$ cat config.mk
export PLATFORM = sky130hd
export DESIGN_NAME = multicycle_control_flat
export DESIGN_NICKNAME = d
export VERILOG_FILES = /design/src/rtl/multicycle_control_if.sv /design/src/rtl/multicycle_control.sv /design/src/flat_wrapper.sv
export SDC_FILE = /design/constraint.sdc
export NUM_CORES = 1
export LEC_CHECK = 0
export BUFFER_PORTS_ARGS = -buffer_cell sky130_fd_sc_hd__buf_2
export CAP_MARGIN = 20
export CORE_MARGIN = 2
export CORE_UTILIZATION = 44
export DETAILED_ROUTE_END_ITERATION = 7
export GPL_ROUTABILITY_DRIVEN = 0
export PLACE_DENSITY = 0.71
export SLEW_MARGIN = 30
export SYNTH_ARGS = -nofsm -noshare
export SYNTH_HDL_FRONTEND = slang
export SYNTH_SLANG_ARGS = --single-unit
$ cat constraint.sdc
create_clock -name clk -period 2.3 [get_ports clk]
set_input_delay 0.345 -clock clk [delete_from_list [all_inputs] [get_ports clk]]
set_output_delay 0.345 -clock clk [all_outputs]
set_load 0.05 [all_outputs]
$ cat src/rtl/multicycle_control_if.sv
// Data-memory handshake between the multi-cycle sequencer (master) and a
// variable-latency data memory (slave).
interface multicycle_control_if;
  logic mem_req;
  logic mem_we;
  logic mem_ready;

  modport master (output mem_req, output mem_we, input mem_ready);
  modport slave  (input mem_req, input mem_we, output mem_ready);
endinterface

$ cat src/rtl/multicycle_control.sv
// Multi-cycle instruction sequencer: FETCH/DECODE/EXEC/MEM/WB with a data-memory
// handshake, timeout-to-halt, and a retired-instruction counter.
module multicycle_control #(
  parameter int MEM_TIMEOUT = 16,
  parameter int CNT_W       = 32
) (
  input  logic                 clk,
  input  logic                 reset_n,
  input  logic                 run,
  input  logic [5:0]           opcode,
  input  logic [5:0]           funct,
  input  logic                 zero,
  multicycle_control_if.master mem,
  output logic                 ir_we,
  output logic                 write_pc,
  output logic                 is_branch,
  output logic                 is_jump,
  output logic                 is_jr,
  output logic                 reg_we,
  output logic [1:0]           reg_dst,
  output logic [1:0]           wb_sel,
  output logic                 alu_src,
  output logic [2:0]           alu_op,
  output logic                 halted,
  output logic                 mem_error,
  output logic [CNT_W-1:0]     instr_count
);

  typedef enum logic [2:0] {
    FETCH  = 3'd0,
    DECODE = 3'd1,
    EXEC   = 3'd2,
    MEM    = 3'd3,
    WB     = 3'd4,
    HALT   = 3'd5
  } state_t;

  localparam logic [2:0] ALU_ADD = 3'b000;
  localparam logic [2:0] ALU_SUB = 3'b001;
  localparam logic [2:0] ALU_XOR = 3'b010;
  localparam logic [2:0] ALU_SLT = 3'b011;

  localparam int TMO_W = (MEM_TIMEOUT > 1) ? $clog2(MEM_TIMEOUT) : 1;
  localparam logic [TMO_W-1:0] TMO_LAST = TMO_W'(MEM_TIMEOUT - 1);

  state_t           state;
  state_t           next_state;
  logic [TMO_W-1:0] tmo_cnt;
  logic             mem_error_q;
  logic             set_mem_error;

  logic op_rtype, op_j, op_jal, op_jr, op_lw, op_sw;
  logic op_beq, op_bne, op_addi, op_xori, rtype_alu, to_exec;

  assign op_rtype  = (opcode == 6'h00);
  assign op_j      = (opcode == 6'h02);
  assign op_jal    = (opcode == 6'h03);
  assign op_beq    = (opcode == 6'h04);
  assign op_bne    = (opcode == 6'h05);
  assign op_addi   = (opcode == 6'h08);
  assign op_xori   = (opcode == 6'h0E);
  assign op_lw     = (opcode == 6'h23);
  assign op_sw     = (opcode == 6'h2B);
  assign op_jr     = op_rtype && (funct == 6'h08);
  assign rtype_alu = op_rtype && ((funct == 6'h20) || (funct == 6'h22) || (funct == 6'h2A));
  assign to_exec   = rtype_alu || op_lw || op_sw || op_beq || op_bne || op_addi || op_xori;

  always_ff @(posedge clk or negedge reset_n) begin
    if (!reset_n) begin
      state       <= FETCH;
      tmo_cnt     <= '0;
      mem_error_q <= 1'b0;
      instr_count <= '0;
    end else begin
      state <= next_state;
      if (set_mem_error) mem_error_q <= 1'b1;
      if (state != MEM) begin
        tmo_cnt <= '0;
      end else if (!mem.mem_ready && (tmo_cnt != TMO_LAST)) begin
        tmo_cnt <= tmo_cnt + TMO_W'(1);
      end
      // write_pc marks the final cycle of every instruction, so it doubles as the retire strobe.
      if (write_pc) instr_count <= instr_count + CNT_W'(1);
    end
  end

  always_comb begin
    next_state    = state;
    set_mem_error = 1'b0;
    ir_we         = 1'b0;
    write_pc      = 1'b0;
    is_branch     = 1'b0;
    is_jump       = 1'b0;
    is_jr         = 1'b0;
    reg_we        = 1'b0;
    reg_dst       = 2'd0;
    wb_sel        = 2'd0;
    alu_src       = 1'b0;
    alu_op        = ALU_ADD;
    mem.mem_req   = 1'b0;
    mem.mem_we    = 1'b0;
    halted        = 1'b0;
    mem_error     = 1'b0;

    case (state)
      FETCH: begin
        if (run) begin
          ir_we      = 1'b1;
          next_state = DECODE;
        end
      end
      DECODE: begin
        if (op_j || op_jal) begin
          write_pc   = 1'b1;
          is_jump    = 1'b1;
          next_state = FETCH;
          if (op_jal) begin
            reg_we  = 1'b1;
            reg_dst = 2'd2;
            wb_sel  = 2'd2;
          end
        end else if (op_jr) begin
          write_pc   = 1'b1;
          is_jr      = 1'b1;
          next_state = FETCH;
        end else if (to_exec) begin
          next_state = EXEC;
        end else begin
          next_state = HALT;
        end
      end
      EXEC: begin
        if (op_rtype) begin
          case (funct)
            6'h22:   alu_op = ALU_SUB;
            6'h2A:   alu_op = ALU_SLT;
            default: alu_op = ALU_ADD;
          endcase
          next_state = WB;
        end else if (op_beq || op_bne) begin
          alu_op     = ALU_SUB;
          write_pc   = 1'b1;
          is_branch  = (op_beq && zero) || (op_bne && !zero);
          next_state = FETCH;
        end else begin
          alu_src    = 1'b1;
          alu_op     = op_xori ? ALU_XOR : ALU_ADD;
          next_state = (op_lw || op_sw) ? MEM : WB;
        end
      end
      MEM: begin
        mem.mem_req = 1'b1;
        mem.mem_we  = op_sw;
        if (mem.mem_ready) begin
          if (op_sw) begin
            write_pc   = 1'b1;
            next_state = FETCH;
          end else begin
            next_state = WB;
          end
        end else if (tmo_cnt == TMO_LAST) begin
          set_mem_error = 1'b1;
          next_state    = HALT;
        end
      end
      WB: begin
        reg_we     = 1'b1;
        write_pc   = 1'b1;
        reg_dst    = op_rtype ? 2'd1 : 2'd0;
        wb_sel     = op_lw ? 2'd1 : 2'd0;
        next_state = FETCH;
      end
      HALT: begin
        halted    = 1'b1;
        mem_error = mem_error_q;
      end
      default: next_state = FETCH;
    endcase

    // Reset must silence every strobe at once, including the Mealy ir_we in FETCH.
    if (!reset_n) begin
      ir_we       = 1'b0;
      write_pc    = 1'b0;
      is_branch   = 1'b0;
      is_jump     = 1'b0;
      is_jr       = 1'b0;
      reg_we      = 1'b0;
      reg_dst     = 2'd0;
      wb_sel      = 2'd0;
      alu_src     = 1'b0;
      alu_op      = ALU_ADD;
      mem.mem_req = 1'b0;
      mem.mem_we  = 1'b0;
      halted      = 1'b0;
      mem_error   = 1'b0;
    end
  end

endmodule
$ cat src/flat_wrapper.sv
// flat-port wrapper written by rule: the top's interface ports become plain ports
module multicycle_control_flat 
#(
  parameter int MEM_TIMEOUT = 16,
  parameter int CNT_W       = 32
)
  (clk, reset_n, run, opcode, funct, zero, ir_we, write_pc, is_branch, is_jump, is_jr, reg_we, reg_dst, wb_sel, alu_src, alu_op, halted, mem_error, instr_count, mem_mem_req, mem_mem_we, mem_mem_ready);
  multicycle_control_if mem_i ();
  input  logic clk;
  input  logic reset_n;
  input  logic run;
  input  logic [5:0] opcode;
  input  logic [5:0] funct;
  input  logic zero;
  output logic ir_we;
  output logic write_pc;
  output logic is_branch;
  output logic is_jump;
  output logic is_jr;
  output logic reg_we;
  output logic [1:0] reg_dst;
  output logic [1:0] wb_sel;
  output logic alu_src;
  output logic [2:0] alu_op;
  output logic halted;
  output logic mem_error;
  output logic [CNT_W-1:0] instr_count;
  output wire logic [$bits(mem_i.mem_req)-1:0] mem_mem_req;
  output wire logic [$bits(mem_i.mem_we)-1:0] mem_mem_we;
  input wire logic [$bits(mem_i.mem_ready)-1:0] mem_mem_ready;
  assign mem_mem_req = mem_i.mem_req;
  assign mem_mem_we = mem_i.mem_we;
  assign mem_i.mem_ready = mem_mem_ready;
  multicycle_control #(.MEM_TIMEOUT(MEM_TIMEOUT), .CNT_W(CNT_W)) u_core (.clk(clk), .reset_n(reset_n), .run(run), .opcode(opcode), .funct(funct), .zero(zero), .mem(mem_i), .ir_we(ir_we), .write_pc(write_pc), .is_branch(is_branch), .is_jump(is_jump), .is_jr(is_jr), .reg_we(reg_we), .reg_dst(reg_dst), .wb_sel(wb_sel), .alu_src(alu_src), .alu_op(alu_op), .halted(halted), .mem_error(mem_error), .instr_count(instr_count));
endmodule
==> results.yml, run 1 <==
pwr:
  p_leak_nw: 1.54
  seqPwrFrac_pct: 39.9
  switching_share_pct: 37.7
  p_int_mw: 1.31
  powerDensity_nw_per_um2: 619
  clkPwrFrac_pct: 26.8
  ir_worst_vdd_uv: 430
  p_comb_share_pct: 33.3
  p_sw_mw: 0.795
synthesis:
  synth-edff-count: 0
  synth_mux_area_share_pct: 0.860
  yosysSeqAreaShare_pct: 40.5
  synth_top_family_by_area: "simple AND/OR/NAND/NOR gates"
  yosys_warnings: 0
  netlist_area_sq_um: 2470
  synth-simple-area-share_pct: 24.3
  ys_types: 46
  synth.avg_cell_area_sq_um: 9.73
  synth_xor_xnor_area_share_pct: 12.4
  ys.flop_type: "dfrtp_1"
  ys_async_sr_fraction_pct: 100
  synth_compound_area_share_pct: 17.7
  synth_cells: 254
  syn_nets: 273
  synth_seq_cells: 40
  synth-adder-area-share_pct: 1.01
floorplan:
  pin_count: 67
  rows: 27
  die_w_um: 79.0
  die-area_sq_um: 6230
  die_y_um: 79.0
  start_util_pct: 45.2
  placeableCoreArea_sq_um: 5470
routing:
  drt_iter0_markers: 121
  vias: 2363
  viasPerCell: 5.67
  firstDrtPassIters: 4
  wl_mm: 6.39
  drtAntennaViolNets: 0
  drc: 0
  wl_per_cell_um: 15.3
setup_path:
  crit_type: "in2out"
  path_cells: "buf_6 > or4_4 > or4b_4 > a21o_4 > nand2_8 > buf_8"
  max_stage_delay_ns: 0.55
  reg2reg_from: "u_core.instr_count[4]"
  crit_start: "opcode[4]"
  crit_slowest_cell: "or4b_4"
  rr_endpoint: "u_core.instr_count[25]"
  crit_path_end: "write_pc"
  critPathMaxFanout: 2
  cp.required_ns: 1.96
  reg2reg_depth: 5
  start_kind: "input port"
  end_kind: "primary output"
  cp.arrival_ns: 1.98
  ff2ff_setup_slack_ns: 0.13
finish:
  most-common-layout-cells: "61 x buf_2, 39 x dfrtp_1, 27 x buf_4"
  num-nets-final: 363
  seqCellArea_sq_um: 1000
  drive_gt1_share_pct: 38.0
  final_common_cell: "buf_2"
  fin_area_sq_um: 3410
  fin_util_pct: 62.2
  multiInputGateArea_sq_um: 1600
  finalNonFillerCells: 417
  n_antenna_cell: 0
  fill_cells: 475
  area_growth_pct: 37.8
sta:
  rsz0062_at_grt: "yes"
  fmax_ghz: 0.431
  finalHoldViolations: 0
  period_needed_ns: 2.32
  max_slew.worst_pin.slew_ns: 0.742
  setup_slack_ns: -0.0219
  tns_ns: -0.0219
  fin_skew_ns: 0.00497
  max_slew_margin_pct: 50.4
  setup_violations: 1
  drv_slew: 0
  min_period_over_period_pct: 101
  whs_ns: 0.135
cts:
  h-tree-depth: 2
  clock_latency_ns: 0.29
  cts_tree: "yes"
  cts-root-buf: "clkbuf_8"
  cts_buffers: 5
  cts.path.max_buffers: 2
  clock-sinks: 40
  clkTransAtPathRegs_ns: 0.07
global_routing:
  grt_overflow: 0
  grt_pass1_vias: 2307
  grt_max_degree: 34
  track_usage_pct: 21.4
  grt_pass1_wl_mm: 10.7
  antenna_found_initial: 0
hold_path:
  hp-class: "in2async"
place:
  port_buffers: 65
  place_hpwl_mm: 4.67
  dp.cells: 405
  postPlaceCellArea_sq_um: 3150
outcome:
  violations: "negative setup slack"
  status: "finished, violations left"
run:
  maxCapViolCount: 0
==> area by class of cell <==
type / count / area share (%)
Multi-Input combinational cell: 198 / 47.1
Sequential cell: 40 / 29.4
Timing Repair Buffer: 93 / 16.9
Tap cell: 72 / 2.65
Clock buffer: 6 / 2.13
Clock inverter: 2 / 1.03
Inverter: 6 / 0.771
==> per-layer routing <==
layer  track usage [%]  up-vias  wire [um]
met5                 0        -          0
met4              6.90        0         85
met3              3.41       10        349
met2              36.2       86       3130
met1              27.9     1131       2830
li1                  -     1136          -
==> critical path, delay by kind of cell <==
kind | cells | cell delay [ns]
AND/OR/NAND/NOR | 3 | 1.15
AO/OA/AOI/OAI | 1 | 0.25
buffers and inverters | 2 | 0.23
==> sequential cells by signal (all words and copies together), names as in the netlist <==
name	flops
u_core.mem_error_q	1
u_core.tmo_cnt	4
u_core.instr_count	32
u_core.state	3
==> Yosys cell counts, types with 2 or more instances <==
library cell / count / area (sq um)
and2_1: 9 / 56.3
and3_1: 10 / 62.6
or2_2: 2 / 12.5
nor2b_1: 6 / 37.5
and4_1: 3 / 26.3
nor3b_1: 3 / 22.5
nor4_1: 4 / 25.0
nand3b_1: 3 / 22.5
nand2b_1: 4 / 25.0
a2111oi_1: 2 / 20.0
o31ai_1: 4 / 30.0
xor2_1: 9 / 78.8
o2111ai_1: 7 / 61.3
a21oi_1: 5 / 25.0
a2111oi_2: 4 / 60.1
nor3_1: 6 / 30.0
nand4_1: 8 / 50.1
o211ai_1: 3 / 22.5
or3_1: 2 / 12.5
ha_1: 2 / 25.0
a211oi_1: 4 / 30.0
inv_1: 6 / 22.5
nor2_1: 15 / 56.3
buf_4: 2 / 15.0
nand4b_1: 3 / 26.3
o21bai_1: 2 / 15.0
dfrtp_1: 40 / 1000
o21ai_0: 7 / 35.0
xnor2_1: 26 / 228
nand2_1: 14 / 52.6
a31oi_1: 3 / 18.8
o311ai_0: 9 / 78.8
nand3_1: 9 / 45.0
clkbuf_1: 6 / 22.5
==> metrics by stage <==
stage	power [mW]	setup WS, ns
after floorplan	1.31	-0.0937
final	2.11	-0.0219
after CTS	2.10	-0.0405
after global routing	2.21	-0.0543
after detailed placement	1.51	-0.258
after global placement	1.50	-0.221
==> worst min path at each step <==
stage | end | slack (ns) | depth (start not counted)
2_1_floorplan | u_core.instr_count[0] | 0.05 | 0
3_3_place_gp | u_core.state[2] | 0.30 | 2
3_5_place_dp | u_core.state[2] | 0.30 | 2
4_1_cts | u_core.mem_error_q | 0.14 | 2
5_1_grt | u_core.instr_count[16] | 0.18 | 2
6_report | u_core.mem_error_q | 0.13 | 2
==> repair_timing <==
item                                   in CTS  in global routing
pin swaps                                   1                  5
setup endpoints to repair                   5                 17
hold buffers                                1                  0
setup buffers                               1                  2
endpoints found under the hold margin       7                  0
resized for setup                           9                 12
==> power groups by stage <==
stage	clock network [mW]	logic [mW]	registers (mW)
4_1_cts	0.573	0.687	0.838
2_1_floorplan	0	0.349	0.958
3_5_place_dp	0	0.664	0.850
3_3_place_gp	0	0.653	0.848
6_report	0.566	0.701	0.841
5_1_grt	0.599	0.758	0.850
==> cells by family after synthesis <==
group,after synthesis
other cells,1
compound gates,54
fa+ha+maj,2
flops,40
mux,2
xor+xnor,35
simple gates,104
buf+inv,16
No activity file was read; power rests on OpenSTA's default activity.
==> run 2, diff against run 1 <==
--- a/config.mk
+++ b/config.mk
@@ -13,5 +13,4 @@
 export GPL_ROUTABILITY_DRIVEN = 0
 export PLACE_DENSITY = 0.71
-export SLEW_MARGIN = 30
 export SYNTH_ARGS = -nofsm -noshare
 export SYNTH_HDL_FRONTEND = slang
==> constraint.sdc (replaced) <==
create_clock -name clk -period 2.3 [get_ports clk]
set_input_delay 0.345 -clock clk [delete_from_list [all_inputs] [get_ports clk]]
set_output_delay 0.345 -clock clk [all_outputs]
set_load 0.02 [all_outputs]
==> results.yml, run 2 (same netlist as run 1, synthesis figures left out) <==
finish:
  largest_reg_flops: 32
  drive_gt1_share_pct: 34.3
  fin_util_pct: 60.2
  num-nets-final: 359
  n_antenna_cell: 0
  top_regs: "u_core.instr_count x32, u_core.tmo_cnt x4, u_core.state x3"
  most-common-layout-cells: "62 x buf_2, 40 x dfrtp_1, 26 x xnor2_1"
  largest_register: "u_core.instr_count"
  final_common_cell: "buf_2"
  finalNonFillerCells: 413
  area_growth_pct: 33.3
floorplan:
  start_util_pct: 45.2
  die_y_um: 79.0
  rows: 27
  pin_count: 67
  die_w_um: 79.0
  die-area_sq_um: 6230
  placeableCoreArea_sq_um: 5470
cts:
  clkTransAtPathRegs_ns: 0.08
  clock_latency_ns: 0.29
  cts_buffers: 5
  cts-root-buf: "clkbuf_8"
  cts_tree: "yes"
  clock-sinks: 40
  cts.path.max_buffers: 2
  h-tree-depth: 2
  cts_hold_buf: 0
pwr:
  seqPwrFrac_pct: 42.4
  p_int_mw: 1.34
  clkPwrFrac_pct: 29.9
  p_sw_mw: 0.675
  p_comb_share_pct: 27.6
  switching_share_pct: 33.5
  finalPower_mw: 2.02
  ir_worst_vdd_uv: 438
  powerDensity_nw_per_um2: 612
  p_leak_nw: 1.53
routing:
  drt_iter0_markers: 155
  wl_mm: 6.35
  drc: 0
  viasPerCell: 5.62
  firstDrtPassIters: 4
  drtAntennaViolNets: 0
  wl_per_cell_um: 15.4
  vias: 2321
sta:
  period_needed_ns: 2.25
  tns_ns: 0
  finalHoldViolations: 0
  max_slew.worst_pin.slew_ns: 0.629
  fmax_ghz: 0.445
  drv_slew: 0
  rsz0062_at_grt: "no"
  setup_slack_ns: 0.0522
  setup_violations: 0
  min_period_over_period_pct: 97.7
  fin_skew_ns: 0.00875
  max_slew_margin_pct: 58.0
setup_path:
  crit_type: "in2out"
  start_kind: "input port"
  cp.required_ns: 1.96
  cp.arrival_ns: 1.90
  end_kind: "primary output"
  critPathMaxFanout: 2
run:
  maxCapViolCount: 0
global_routing:
  grt_pass1_wl_mm: 10.6
  grt_max_degree: 42
  grt_overflow: 0
  antenna_found_initial: 0
  track_usage_pct: 21.2
  grt_pass1_vias: 2256
place:
  port_buffers: 65
  place_hpwl_mm: 4.72
  dp.cells: 402
  dp_slack_ns: -0.149
outcome:
  status: "finished, final reports clean"
hold_path:
  hp-class: "in2async"
-- run 2: cell types whose count changed in the layout (fill, tap and decap cells not counted), sizes merged --
cell / change
buf: -3
clkinvlp: -1
dlygate4sd3: -1
inv: +1
-- run 2: routing by layer --
metal | track usage (%) | vias up | share of wire (%)
met1 | 29.3 | 1118 | 47
met4 | 7.41 | 0 | 1.3
met3 | 4.43 | 9 | 4.7
met5 | 0 | - | 0
met2 | 33.2 | 71 | 47
li1 | - | 1123 | -
-- run 2: area by class of cell --
cell class | count | area [sq um]
fillers | 490 | 2180
clock inverters | 2 | 38.8
inverters | 6 | 22.5
flip-flops and latches | 40 | 1000
clock buffers | 6 | 82.6
multi-input cells | 198 | 1530
well taps | 72 | 90.1
repair buffers | 89 | 532
-- run 2: path summary, 6_finish.rpt --
path | slack, ns | from | cells past startpoint | end
setup reg to reg | 0.30 | u_core.state[2] | 6 | u_core.instr_count[11]
hold / removal | 0.20 | reset_n | 2 | u_core.instr_count[29]
setup / recovery | 0.05 | opcode[2] | 6 | write_pc
hold reg to reg | 0.48 | u_core.mem_error_q | 1 | u_core.mem_error_q
max in group asynchronous | 1.75 | reset_n | 2 | u_core.instr_count[8]
min in group clk | 0.42 | mem_mem_ready | 4 | u_core.mem_error_q
-- run 2: power groups by stage --
| stage | Combinational [mW] | Clock, mW | Sequential, mW |
|---|---|---|---|
| floorplan | 0.313 | 0 | 0.871 |
| global placement | 0.519 | 0 | 0.859 |
| detailed placement | 0.529 | 0 | 0.866 |
| CTS | 0.550 | 0.624 | 0.853 |
| global route | 0.607 | 0.648 | 0.869 |
| finish | 0.557 | 0.603 | 0.856 |
-- run 2: critical path, cell delays in order --
cell     delay, ns
buf_6         0.09
or4_4         0.53
or4b_4        0.50
a21o_4        0.25
nand2_4       0.07
buf_6         0.11
-- run 2: through the flow --
stage / cell area [sq um] / hold slack (ns)
finish: 3300 / 0.200
global route: 3300 / 0.232
CTS: 3270 / 0.202
detailed placement: 3110 / 0.452
global placement: 3110 / 0.454
floorplan: 2590 / 0.0494
-- run 2: repair_timing --
action / CTS / global route
buffers inserted: 3 / 0
endpoints found under the setup margin: 1 / 11
gates resized for setup: 5 / 5
pin swaps: 3 / 5
